## config.mk

```make
export PLATFORM = sky130hd
export DESIGN_NAME = imem_loader
export DESIGN_NICKNAME = d
export VERILOG_FILES = /design/src/rtl/imem_loader_pkg.sv /design/src/rtl/imem_loader_byte_packer.sv /design/src/rtl/imem_loader.sv
export SDC_FILE = /design/constraint.sdc
export NUM_CORES = 1
export LEC_CHECK = 0
export CAP_MARGIN = 20
export CORE_AREA = 4 4 109 69
export CTS_CLUSTER_SIZE = 28
export DETAILED_ROUTE_END_ITERATION = 8
export DIE_AREA = 0 0 113 73
export PLACE_DENSITY_LB_ADDON = 0.05
export SLEW_MARGIN = 10
export SYNTH_ARGS = -nofsm -noshare
export SYNTH_HDL_FRONTEND = slang
export SYNTH_SLANG_ARGS = --single-unit
```

## constraint.sdc

```tcl
create_clock -name clk -period 5.4 [get_ports clk]
set_clock_uncertainty 0.2 [all_clocks]
set_input_delay 1.08 -clock clk [delete_from_list [all_inputs] [get_ports clk]]
set_output_delay 1.08 -clock clk [all_outputs]
set_load 0.03 [all_outputs]
```

## src/rtl/imem_loader_pkg.sv

```systemverilog
// imem_loader_pkg
// Shared definitions for the instruction-memory loader: default widths,
// the loader state encoding and the legal image-length check.
// Imported by the loader, its byte packer and the testbench.
package imem_loader_pkg;

  localparam int IMEM_ADDR_WIDTH = 6;
  localparam int IMEM_DATA_WIDTH = 32;
  localparam int MAX_WORDS       = 2 ** IMEM_ADDR_WIDTH;

  typedef enum logic [2:0] {
    ST_IDLE    = 3'd0,
    ST_LEN     = 3'd1,
    ST_COLLECT = 3'd2,
    ST_WRITE   = 3'd3,
    ST_DONE    = 3'd4
  } state_e;

  // A length byte is legal when it names at least one word and no more
  // words than the memory holds.
  function automatic logic len_legal(input logic [7:0] len, input int unsigned max_words);
    return (len != 8'd0) && (32'(len) <= max_words);
  endfunction

endpackage

```

## src/rtl/imem_loader_byte_packer.sv

```systemverilog
// imem_loader_byte_packer
// Assembles a little-endian word from a byte stream. Byte k of a word lands
// in lane k (bits [8k+7:8k]).
// Ports:
//   clk, rst      clock, asynchronous active-high reset
//   clear         restart at lane 0 (new load)
//   accept        a byte is transferred this cycle
//   byte_in       byte being transferred
//   word_full     accept of the last lane of a word (combinational)
//   word_next     word including the byte accepted this cycle, so the
//                 caller can register it on the same edge as the last byte
module imem_loader_byte_packer #(
  parameter int BYTES_PER_WORD = 4
) (
  input  logic                        clk,
  input  logic                        rst,
  input  logic                        clear,
  input  logic                        accept,
  input  logic [7:0]                  byte_in,
  output logic                        word_full,
  output logic [8*BYTES_PER_WORD-1:0] word_next
);

  localparam int IW = (BYTES_PER_WORD > 1) ? $clog2(BYTES_PER_WORD) : 1;
  localparam logic [IW-1:0] LAST_IDX = IW'(BYTES_PER_WORD - 1);

  logic [IW-1:0] byte_idx_q, byte_idx_d;

  assign word_full = accept && (byte_idx_q == LAST_IDX);

  always_comb begin
    byte_idx_d = byte_idx_q;
    if (clear) begin
      byte_idx_d = '0;
    end else if (accept) begin
      byte_idx_d = word_full ? '0 : byte_idx_q + IW'(1);
    end
  end

  always_ff @(posedge clk or posedge rst) begin
    if (rst) begin
      byte_idx_q <= '0;
    end else begin
      byte_idx_q <= byte_idx_d;
    end
  end

  // One holding register per byte lane.
  genvar gi;
  generate
    for (gi = 0; gi < BYTES_PER_WORD; gi++) begin : g_lane
      logic [7:0] lane_q, lane_d;

      always_comb begin
        lane_d = lane_q;
        if (accept && (byte_idx_q == IW'(gi))) begin
          lane_d = byte_in;
        end
      end

      always_ff @(posedge clk or posedge rst) begin
        if (rst) begin
          lane_q <= 8'd0;
        end else begin
          lane_q <= lane_d;
        end
      end

      assign word_next[8*gi +: 8] = lane_d;
    end
  endgenerate

endmodule

```

## src/rtl/imem_loader.sv

```systemverilog
// imem_loader
// Streams a program image into instruction memory and holds the core
// stopped until the image is complete. The stream is a length byte (number
// of words, 1..2**ADDR_WIDTH) followed by the instruction bytes,
// little-endian within each word. Words go to consecutive addresses from 0.
// Ports:
//   clk, rst     clock, asynchronous active-high reset
//   start        pulse to begin a load (honoured in IDLE and DONE only)
//   in_valid     byte source has in_data valid
//   in_data      byte stream
//   in_ready     loader accepts a byte this cycle (registered)
//   imem_we      one-cycle write strobe per word
//   imem_addr    write word address
//   imem_wdata   assembled word
//   busy         load in progress
//   done         image fully written
//   error        sticky illegal-length flag, cleared by an accepted start
//   cpu_run      core may advance its PC (only once the image is written)
module imem_loader
  import imem_loader_pkg::*;
#(
  parameter int ADDR_WIDTH = IMEM_ADDR_WIDTH,
  parameter int DATA_WIDTH = IMEM_DATA_WIDTH
) (
  input  logic                  clk,
  input  logic                  rst,
  input  logic                  start,
  input  logic                  in_valid,
  input  logic [7:0]            in_data,
  output logic                  in_ready,
  output logic                  imem_we,
  output logic [ADDR_WIDTH-1:0] imem_addr,
  output logic [DATA_WIDTH-1:0] imem_wdata,
  output logic                  busy,
  output logic                  done,
  output logic                  error,
  output logic                  cpu_run
);

  localparam int          BYTES_PER_WORD = DATA_WIDTH / 8;
  // Word count needs one extra bit to hold the full depth.
  localparam int          CW             = ADDR_WIDTH + 1;
  localparam int unsigned DEPTH          = 2 ** ADDR_WIDTH;

  state_e                  state_q, state_d;
  logic [CW-1:0]           word_count_q, word_count_d;
  logic [ADDR_WIDTH-1:0]   word_idx_q, word_idx_d;
  logic                    error_q, error_d;
  logic                    in_ready_q, in_ready_d;
  logic                    imem_we_q, imem_we_d;
  logic                    busy_q, busy_d;
  logic                    done_q, done_d;
  logic                    cpu_run_q, cpu_run_d;
  logic [ADDR_WIDTH-1:0]   imem_addr_q, imem_addr_d;
  logic [DATA_WIDTH-1:0]   imem_wdata_q, imem_wdata_d;

  logic                    handshake;
  logic                    collect_accept;
  logic                    start_accept;
  logic                    last_word;
  logic                    word_full;
  logic [DATA_WIDTH-1:0]   word_next;

  assign handshake      = in_valid && in_ready_q;
  assign collect_accept = handshake && (state_q == ST_COLLECT);
  assign last_word      = ({1'b0, word_idx_q} == (word_count_q - CW'(1)));

  imem_loader_byte_packer #(
    .BYTES_PER_WORD(BYTES_PER_WORD)
  ) u_packer (
    .clk      (clk),
    .rst      (rst),
    .clear    (start_accept),
    .accept   (collect_accept),
    .byte_in  (in_data),
    .word_full(word_full),
    .word_next(word_next)
  );

  // Next-state logic and datapath updates.
  always_comb begin
    state_d      = state_q;
    word_count_d = word_count_q;
    word_idx_d   = word_idx_q;
    error_d      = error_q;
    imem_addr_d  = imem_addr_q;
    imem_wdata_d = imem_wdata_q;
    start_accept = 1'b0;

    case (state_q)
      ST_IDLE, ST_DONE: begin
        if (start) begin
          state_d      = ST_LEN;
          error_d      = 1'b0;
          word_idx_d   = '0;
          start_accept = 1'b1;
        end
      end
      ST_LEN: begin
        if (handshake) begin
          if (len_legal(in_data, DEPTH)) begin
            word_count_d = CW'(in_data);
            state_d      = ST_COLLECT;
          end else begin
            error_d = 1'b1;
            state_d = ST_IDLE;
          end
        end
      end
      ST_COLLECT: begin
        // Capture address and word on the last byte so both are stable
        // for the whole WRITE cycle.
        if (word_full) begin
          state_d      = ST_WRITE;
          imem_addr_d  = word_idx_q;
          imem_wdata_d = word_next;
        end
      end
      ST_WRITE: begin
        if (last_word) begin
          state_d = ST_DONE;
        end else begin
          word_idx_d = word_idx_q + ADDR_WIDTH'(1);
          state_d    = ST_COLLECT;
        end
      end
      default: begin
        state_d = ST_IDLE;
      end
    endcase
  end

  // Outputs are decoded from the next state and registered, so each one is
  // valid for exactly the cycles spent in the corresponding state.
  always_comb begin
    in_ready_d = (state_d == ST_LEN) || (state_d == ST_COLLECT);
    imem_we_d  = (state_d == ST_WRITE);
    busy_d     = (state_d == ST_LEN) || (state_d == ST_COLLECT) || (state_d == ST_WRITE);
    done_d     = (state_d == ST_DONE);
    cpu_run_d  = (state_d == ST_DONE);
  end

  always_ff @(posedge clk or posedge rst) begin
    if (rst) begin
      state_q      <= ST_IDLE;
      word_count_q <= '0;
      word_idx_q   <= '0;
      error_q      <= 1'b0;
      in_ready_q   <= 1'b0;
      imem_we_q    <= 1'b0;
      busy_q       <= 1'b0;
      done_q       <= 1'b0;
      cpu_run_q    <= 1'b0;
      imem_addr_q  <= '0;
      imem_wdata_q <= '0;
    end else begin
      state_q      <= state_d;
      word_count_q <= word_count_d;
      word_idx_q   <= word_idx_d;
      error_q      <= error_d;
      in_ready_q   <= in_ready_d;
      imem_we_q    <= imem_we_d;
      busy_q       <= busy_d;
      done_q       <= done_d;
      cpu_run_q    <= cpu_run_d;
      imem_addr_q  <= imem_addr_d;
      imem_wdata_q <= imem_wdata_d;
    end
  end

  assign in_ready   = in_ready_q;
  assign imem_we    = imem_we_q;
  assign imem_addr  = imem_addr_q;
  assign imem_wdata = imem_wdata_q;
  assign busy       = busy_q;
  assign done       = done_q;
  assign error      = error_q;
  assign cpu_run    = cpu_run_q;

endmodule

```

# Yosys cells after proc, flatten, opt, wreduce, memory -nomap -nowiden
# Cells that the tools add are included.
# word_totals
output_inout_bits	44
wordCells	77
ff_bits	93
# classes
eq_ne	16
reduce_logical	20
n_addsub	3
magnitude_cmp	1
mux	22
# op_table
operator	count
2-to-1 mux 8 bit	4
equality test 3 x 2 -> 1 bit (second input constant)	4
2-to-1 mux 3 bit	4
2-to-1 mux 6 bit	2
case mux 3 bit (4 select lines)	1
case mux 6 bit (2 select lines)	1
<= comparator 8 x 7 -> 1 bit (second input constant)	1
2-to-1 mux 2 bit	4
inequality test 2 bit (second input constant)	4
nonzero test 8 bit	1
equality test 6 x 7 -> 1 bit	1
logical AND 1 bit	7
subtractor 7 x 1 -> 7 bit (second input constant)	1
adder 6 x 1 -> 6 bit (second input constant)	1
equality test 3 x 1 -> 1 bit (second input constant)	2
equality test 3 bit (second input constant)	2
AND reduction 3 bit	2
nonzero test 2 bit	3
2-to-1 mux 1 bit	5
equality test 2 bit (second input constant)	2
AND reduction 4 bit	1
logical NOT 3 bit	1
adder 2 x 1 -> 2 bit (second input constant)	1
equality test 2 x 1 -> 1 bit (second input constant)	1
other kinds (5)	6

# Longest topological paths before layout
# logic_depth
ltp_word	8
ltp_mapped	9
depth_no_buf	8

# Cells and area by module
# Synthesis repeated with hierarchy kept, for this count alone.
# unflattened
cells_unflattened	274
hier_area_um2	4066.4
# modules_own_cells
module	cells_per_inst	n_inst	area_each_um2	seq_area_each_um2
imem_loader	191	1	2552.4	1476.4
imem_loader_byte_packer	83	1	1514.0	850.8

# Worst setup path before layout
# Ideal clock, no wire load.
# synth_timing
path_kind	input port to flip-flop
from	input in_data[2]
to	register word_count_q[2]
slack_ns	2.499
t_arrival_ns	2.575
setup_ns	0.125
t_required_ns	5.075
cell_stages	6
path_cell_list	or4_1 -> nor3_2 -> xnor2_1 -> nor3b_4 -> buf_6 -> mux2_4
# synth_via
elab_chain_cells	3
elab_cells_between_ends	4
# synth_lines
item	line_no	rtl
start: declaration	imem_loader.sv:29	input logic [7:0] in_data,
<= comparator 8 x 7 -> 1 bit or nonzero test 8 bit (tied branches)	imem_loader_pkg.sv:22	return (len != 8'd0) && (32'(len) <= max_words);
logical AND 1 bit	imem_loader_pkg.sv:22	
AND reduction 3 bit (no line)	--	
end signal: assignment	imem_loader.sv:158	word_count_q <= word_count_d;
end: declaration	imem_loader.sv:46	logic [CW-1:0] word_count_q, word_count_d;
# Parallel ways exist; a longest one is shown, timed or not.
# A chain may end at the register's enable or synchronous reset.

# Final worst setup path
# layout_timing
from	input in_data[3]
to	register word_count_q[4]
# layout_via
elab_chain_cells	3
elab_cells_between_ends	4
# layout_lines
item	line_no
<= comparator 8 x 7 -> 1 bit or nonzero test 8 bit (tied branches)	imem_loader_pkg.sv:22
logical AND 1 bit *	imem_loader_pkg.sv:22
AND reduction 3 bit (no line) *	--
# Mark *: on every way between the ends. The rest lies on a longest branch, timed or not.

==> metrics.txt <==
status finished clean; Synth Area in Adders 0.0207; crit end category flop; Die ar. 8250 um^2; Sink Count 85; post-synth net total 362; post-synthesis register bit count 85; core footprint 6530 um^2; setup violators final 0; vias in the first global route 2,576; most common cell after layout, fill and taps aside nand2_1; MaxCap Viol Count 0; placed cell area 4240 um^2; Tmin final 3.40 ns; die height 73 um; Die Wd 113 um; I/O pin count 56; area fraction in compound gates after synthesis 0.0314; ys async rst share 1.00; Final Instance Area 4450 um^2; CTS tree yes; Max FO, Critical Path 12; drt pass-1 iters 5; Max Clock Freq 294 MHz; CP startpoint kind input pin; Gate Count Post-Synth 344; setup TNS 0 ns; cells along the critical path clkdlybuf4s50_1 -> or4_1 -> nor3_2 -> xnor2_1 -> nor3b_4 -> mux2_2; post-synth top area cell dfrtp_1; Seq/Total Area, Yosys 0.586; number of remaining DRC errors 0; PostCTS Resize Cnt 0; number of diodes 0; RR Endpoint busy$_DFF_PP0_; first-pass GRT wire length 13,100 um; TritonCTS Buffers 9; leading register cell type out of synthesis dfrtp_1; LEAKAGE 2.16 nW; vias per cell 5.24; Clock Tree Root clkbuf_8; port bufs 55; PD cells 416 nW/um^2; Hold Path Class flop to flop; RePlAce Congestion 0.819; post-synthesis simple-gate area fraction 0.200; Slew @ Worst Pin 0.800 ns; Tot GR Track Use 0.204; Routed Antenna Nets 0; Hold Startpoint imem_wdata[5]$_DFFE_PP0P_; xor/xnor share of the synthesized area 0.0241; critical path's slowest cell or4_1; Setup CP Type input pin to flop; CP arrival 3.43 ns; Final nets 417; area of the mapped netlist 3630 um^2; clk buf depth 2; Post-CTS Setup Bufs 0; effective utilization at floorplan 0.555; DRT Wirelength 7820 um; Final Hold Vio Count 0; worst reg2reg path depth 8; Post-synth EDFFs 0; syn_area_per_cell 10.5 um^2; routed length per placed instance 16.0 um; share of Yosys cell area claimed by the top area cell type 0.586; most frequent cells in the layout 131 x nand2_1, 85 x dfrtp_1, 55 x clkdlybuf4s50_1, 26 x mux2_2; Hold Crit Depth 2; final period utilization 0.629; Hold Crit Endpoint imem_wdata[5]$_DFFE_PP0P_; synth top area cells dfrtp_1 59%, nand2_1 14%, mux2_2 8.1%; FF-to-FF setup slack 2.88 ns; Yosys Warn Count 0; number of DRC markers in iteration 0 147; CTS H-tree lvls 3; total global routing overflow 0; worst skew pair latency 0.34 ns; utilization after layout 0.681; mux contribution to synthesized area 0.110; via count 2,570; initial antenna violation count 0; max-slew violations 0; Worst Path Required 5.43 ns; FP Rows 23; largest net degree at the start of global routing 48; worst hold slack 0.280 ns; crit-path max cell delay 0.57 ns; RSZ-0062 raised after global routing false; Distinct cells, synth 34; RR Startpoint word_count_q[0]$_DFFE_PP0P_; detailed placement HPWL 5320 um; Syn-to-layout area delta 22.7%; VDD IR max 0.196 mV; max_slew headroom 0.466; # hold bufs at CTS 0; layout cells sized above 1 0.127; main combinational cell family by area after synthesis simple AND/OR/NAND/NOR gates; CTS clk-pin slew, worst paths 0.08 ns
-- synthesized netlist by cell type (all sizes together), types with 6 or more instances --
master / instances
nand2: 131
mux2: 29
buf: 7
mux2i: 6
inv: 9
ha: 6
clkbuf: 6
nor3: 7
xnor2: 7
nor2: 9
o21ai: 9
dfrtp: 85
-- area by class of cell --
class / instances / area [um^2]
Sequential cell: 85 / 2130
Timing Repair Buffer: 57 / 566
Clock inverter: 6 / 88.8
Multi-Input combinational cell: 237 / 1400
Clock buffer: 9 / 124
Tap cell: 87 / 109
Inverter: 9 / 35.0
Fill cell: 509 / 2080
-- stage by stage --
stage                     total power [mW]  setup slack [ns]  instances
after floorplan                       1.24              1.93        344
after global placement                1.36              1.72        475
after detailed placement              1.38              1.64        475
after CTS                             1.86              2.02        490
after global routing                  1.96              1.85        490
final                                 1.85              2.00        490
-- worst max-delay path by stage --
| stage | startpoint | to | slack, ns | depth (start not counted) |
|---|---|---|---|---|
| 2_1_floorplan | rst | busy$_DFF_PP0_ | 1.93 | 1 |
| 3_3_place_gp | in_data[3] | word_count_q[5]$_DFFE_PP0P_ | 1.72 | 6 |
| 3_5_place_dp | in_data[2] | word_count_q[4]$_DFFE_PP0P_ | 1.64 | 6 |
| 4_1_cts | in_data[2] | word_count_q[4]$_DFFE_PP0P_ | 2.02 | 6 |
| 5_1_grt | in_data[2] | word_count_q[4]$_DFFE_PP0P_ | 1.85 | 6 |
| 6_report | in_data[3] | word_count_q[4]$_DFFE_PP0P_ | 2.00 | 6 |
-- per-layer routing --
| layer | vias to the layer above | wire, um | share of wire | global-route usage |
|---|---|---|---|---|
| li1 | 1227 | - | - | - |
| met1 | 1258 | 3960 | 0.51 | 0.305 |
| met2 | 81 | 3390 | 0.43 | 0.303 |
| met3 | 4 | 412 | 0.053 | 0.0514 |
| met4 | 0 | 51 | 0.0065 | 0.0453 |
| met5 | - | 0 | 0 | 0 |
-- state kept, by name (all words and copies together), names as in the netlist, 2 cells and up --
signal                  cells
imem_wdata                 32
u_packer.g_lane.lane_q     24
word_count_q                7
imem_addr                   6
word_idx_q                  6
state_q                     3
u_packer.byte_idx_q         2
-- critical path, delay by kind of cell --
| kind | cells | cell delay (ns) |
|---|---|---|
| multiplexers | 1 | 0.41 |
| AND/OR/NAND/NOR | 3 | 1.27 |
| XOR/XNOR | 1 | 0.15 |
| buffers and inverters | 1 | 0.52 |
-- cells by family after synthesis --
| kind of cell | after synthesis |
|---|---|
| adders and majority gates | 6 |
| muxes | 35 |
| xor gates and xnor gates | 10 |
| AOI/OAI and AO/OA | 18 |
| buffers and inverters | 22 |
| and+or+nand+nor | 168 |
| DFF | 85 |
-- where the power goes --
group | total [mW] | internal [mW] | switching, mW
registers | 0.876 | 0.777 | 0.0992
clock network | 0.475 | 0.258 | 0.217
logic | 0.501 | 0.238 | 0.263
Note: power is estimated with default switching activity, not from simulation.
==> RTL change (config.mk and constraints unchanged) <==
Reset style: synchronous (`rst`), changed in 3 clocked blocks. Comments in the files are not updated.
--- a/src/rtl/imem_loader_byte_packer.sv
+++ b/src/rtl/imem_loader_byte_packer.sv
@@ -39,3 +39,3 @@
 
-  always_ff @(posedge clk or posedge rst) begin
+  always_ff @(posedge clk) begin
     if (rst) begin
@@ -60,3 +60,3 @@
 
-      always_ff @(posedge clk or posedge rst) begin
+      always_ff @(posedge clk) begin
         if (rst) begin
--- a/src/rtl/imem_loader.sv
+++ b/src/rtl/imem_loader.sv
@@ -142,3 +142,3 @@
 
-  always_ff @(posedge clk or posedge rst) begin
+  always_ff @(posedge clk) begin
     if (rst) begin
Check against the original RTL: differs if rst is asserted again (counterexample within 4 cycles, from zero or initial values and one cycle with rst high); with rst held inactive, the same outputs for 10 cycles.
==> RTL change against the original RTL <==
Synthesized area fell by 5.4%; routed wire length is 3.8% higher; sequential cell count stayed put; worst hold slack worse by 24 ps; setup slack better by 140 ps; cell area down 6.2%; largest cell class unchanged.
Power is not compared: it rests on default switching activity, and its combinational part moved more than twofold at a synthesized area within 25%.
==> RTL change: results (changes against the original RTL) <==
[synth]
synthAdderAreaFrac_pct = 2.187  ; +0.12 points
async_flop_share_pct = 0  ; -100 points
syn_nets = 390  ; +7.7%
synth_compound_area_share_pct = 12.76  ; +9.6 points
synth_mux_area_share_pct = 9.913  ; -1.1 points

[place]
dpl-instance-area_sq_um = 3975  ; -6.2%
gp_congestion = 0.7678  ; -6.3%
dp_hpwl_um = 5361  ; +0.69%

[route]
drt_pass1_iterations = 4  ; -1
route.met3.wl_um = 661  ; +60%
vias_per_cell = 5.394  ; +2.8%
wl_met2_um = 3377  ; -0.35%
drtIter0Drc = 169  ; +15%
wire_per_inst_um = 16.06  ; +0.70%

[global_route]
grt_util_met3_pct = 7.457  ; +2.3 points
met2_usage_pct = 29.00  ; -1.3 points
grt_max_degree = 81  ; +69%
gr-usage-met1_pct = 30.11  ; -0.35 points
grtUsageTotal_pct = 20.97  ; +0.57 points

[setup_path]
path_max_fanout = 6  ; -6
cp_slowest_cell = clkdlybuf4s50_1
rr_endpoint = in_ready

[outcome]
status = complete, no violations

[timing]
slew-limit-headroom_pct = 45.55  ; -1.0 points

[worst_hold_path]
hold_start = imem_addr[2]

[finish]
layout-drive-gt1-share_pct = 6.220  ; -6.4 points

## RTL change: cell count changes after synthesis, moves of 6 or more
| cell | unedited run | this run |
|---|---|---|
| o21ai_0 | 9 | 2 |
| a21oi_1 | 3 | 22 |
| xnor2_1 | 7 | 1 |
| mux2_2 | 26 | 0 |
| mux2i_1 | 6 | 34 |
| dfxtp_1 | 0 | 85 |
| nand2_1 | 131 | 41 |
| nor2_1 | 9 | 69 |
| a211oi_1 | 0 | 25 |
| clkbuf_1 | 6 | 15 |
| dfrtp_1 | 85 | 0 |
## RTL change: metrics by stage
stage / utilization (%) / total power, mW / cells
floorplan: - / 0.6710 / 372
CTS: 63.61 / 1.119 / 504
detailed placement: 60.85 / 0.6925 / 490
finish: 63.92 / 1.108 / 505
global route: 63.92 / 1.148 / 505
global placement: 60.85 / 0.6919 / 490
## RTL change: how the worst max path moves through the flow
stage / from / to / slack, ps / depth (start not counted)
final: in_data[3] / word_count_q[1] / 2140 / 8
after global routing: in_data[3] / word_count_q[4] / 1980 / 8
after CTS: in_data[3] / word_count_q[1] / 2140 / 8
after detailed placement: in_data[3] / word_count_q[1] / 1740 / 8
after global placement: in_data[3] / word_count_q[3] / 1800 / 8
after floorplan: in_data[2] / word_count_q[0] / 2660 / 7
## RTL change: final cells by class
cell class | instances | area [sq um] | area share, %
Clock buffer | 12 | 145.1 | 3.476
Clock inverter | 2 | 35.03 | 0.8391
Inverter | 8 | 30.03 | 0.7192
Multi-Input combinational cell | 253 | 1574 | 37.70
Sequential cell | 85 | 1702 | 40.76
Tap cell | 87 | 108.9 | 2.607
Timing Repair Buffer | 58 | 580.6 | 13.90
## RTL change: critical path: cells and delay by family
kind,cells,cell delay (ps)
simple gates,4,990
buf+inv,2,840
mux,1,200
xor+xnor,1,160
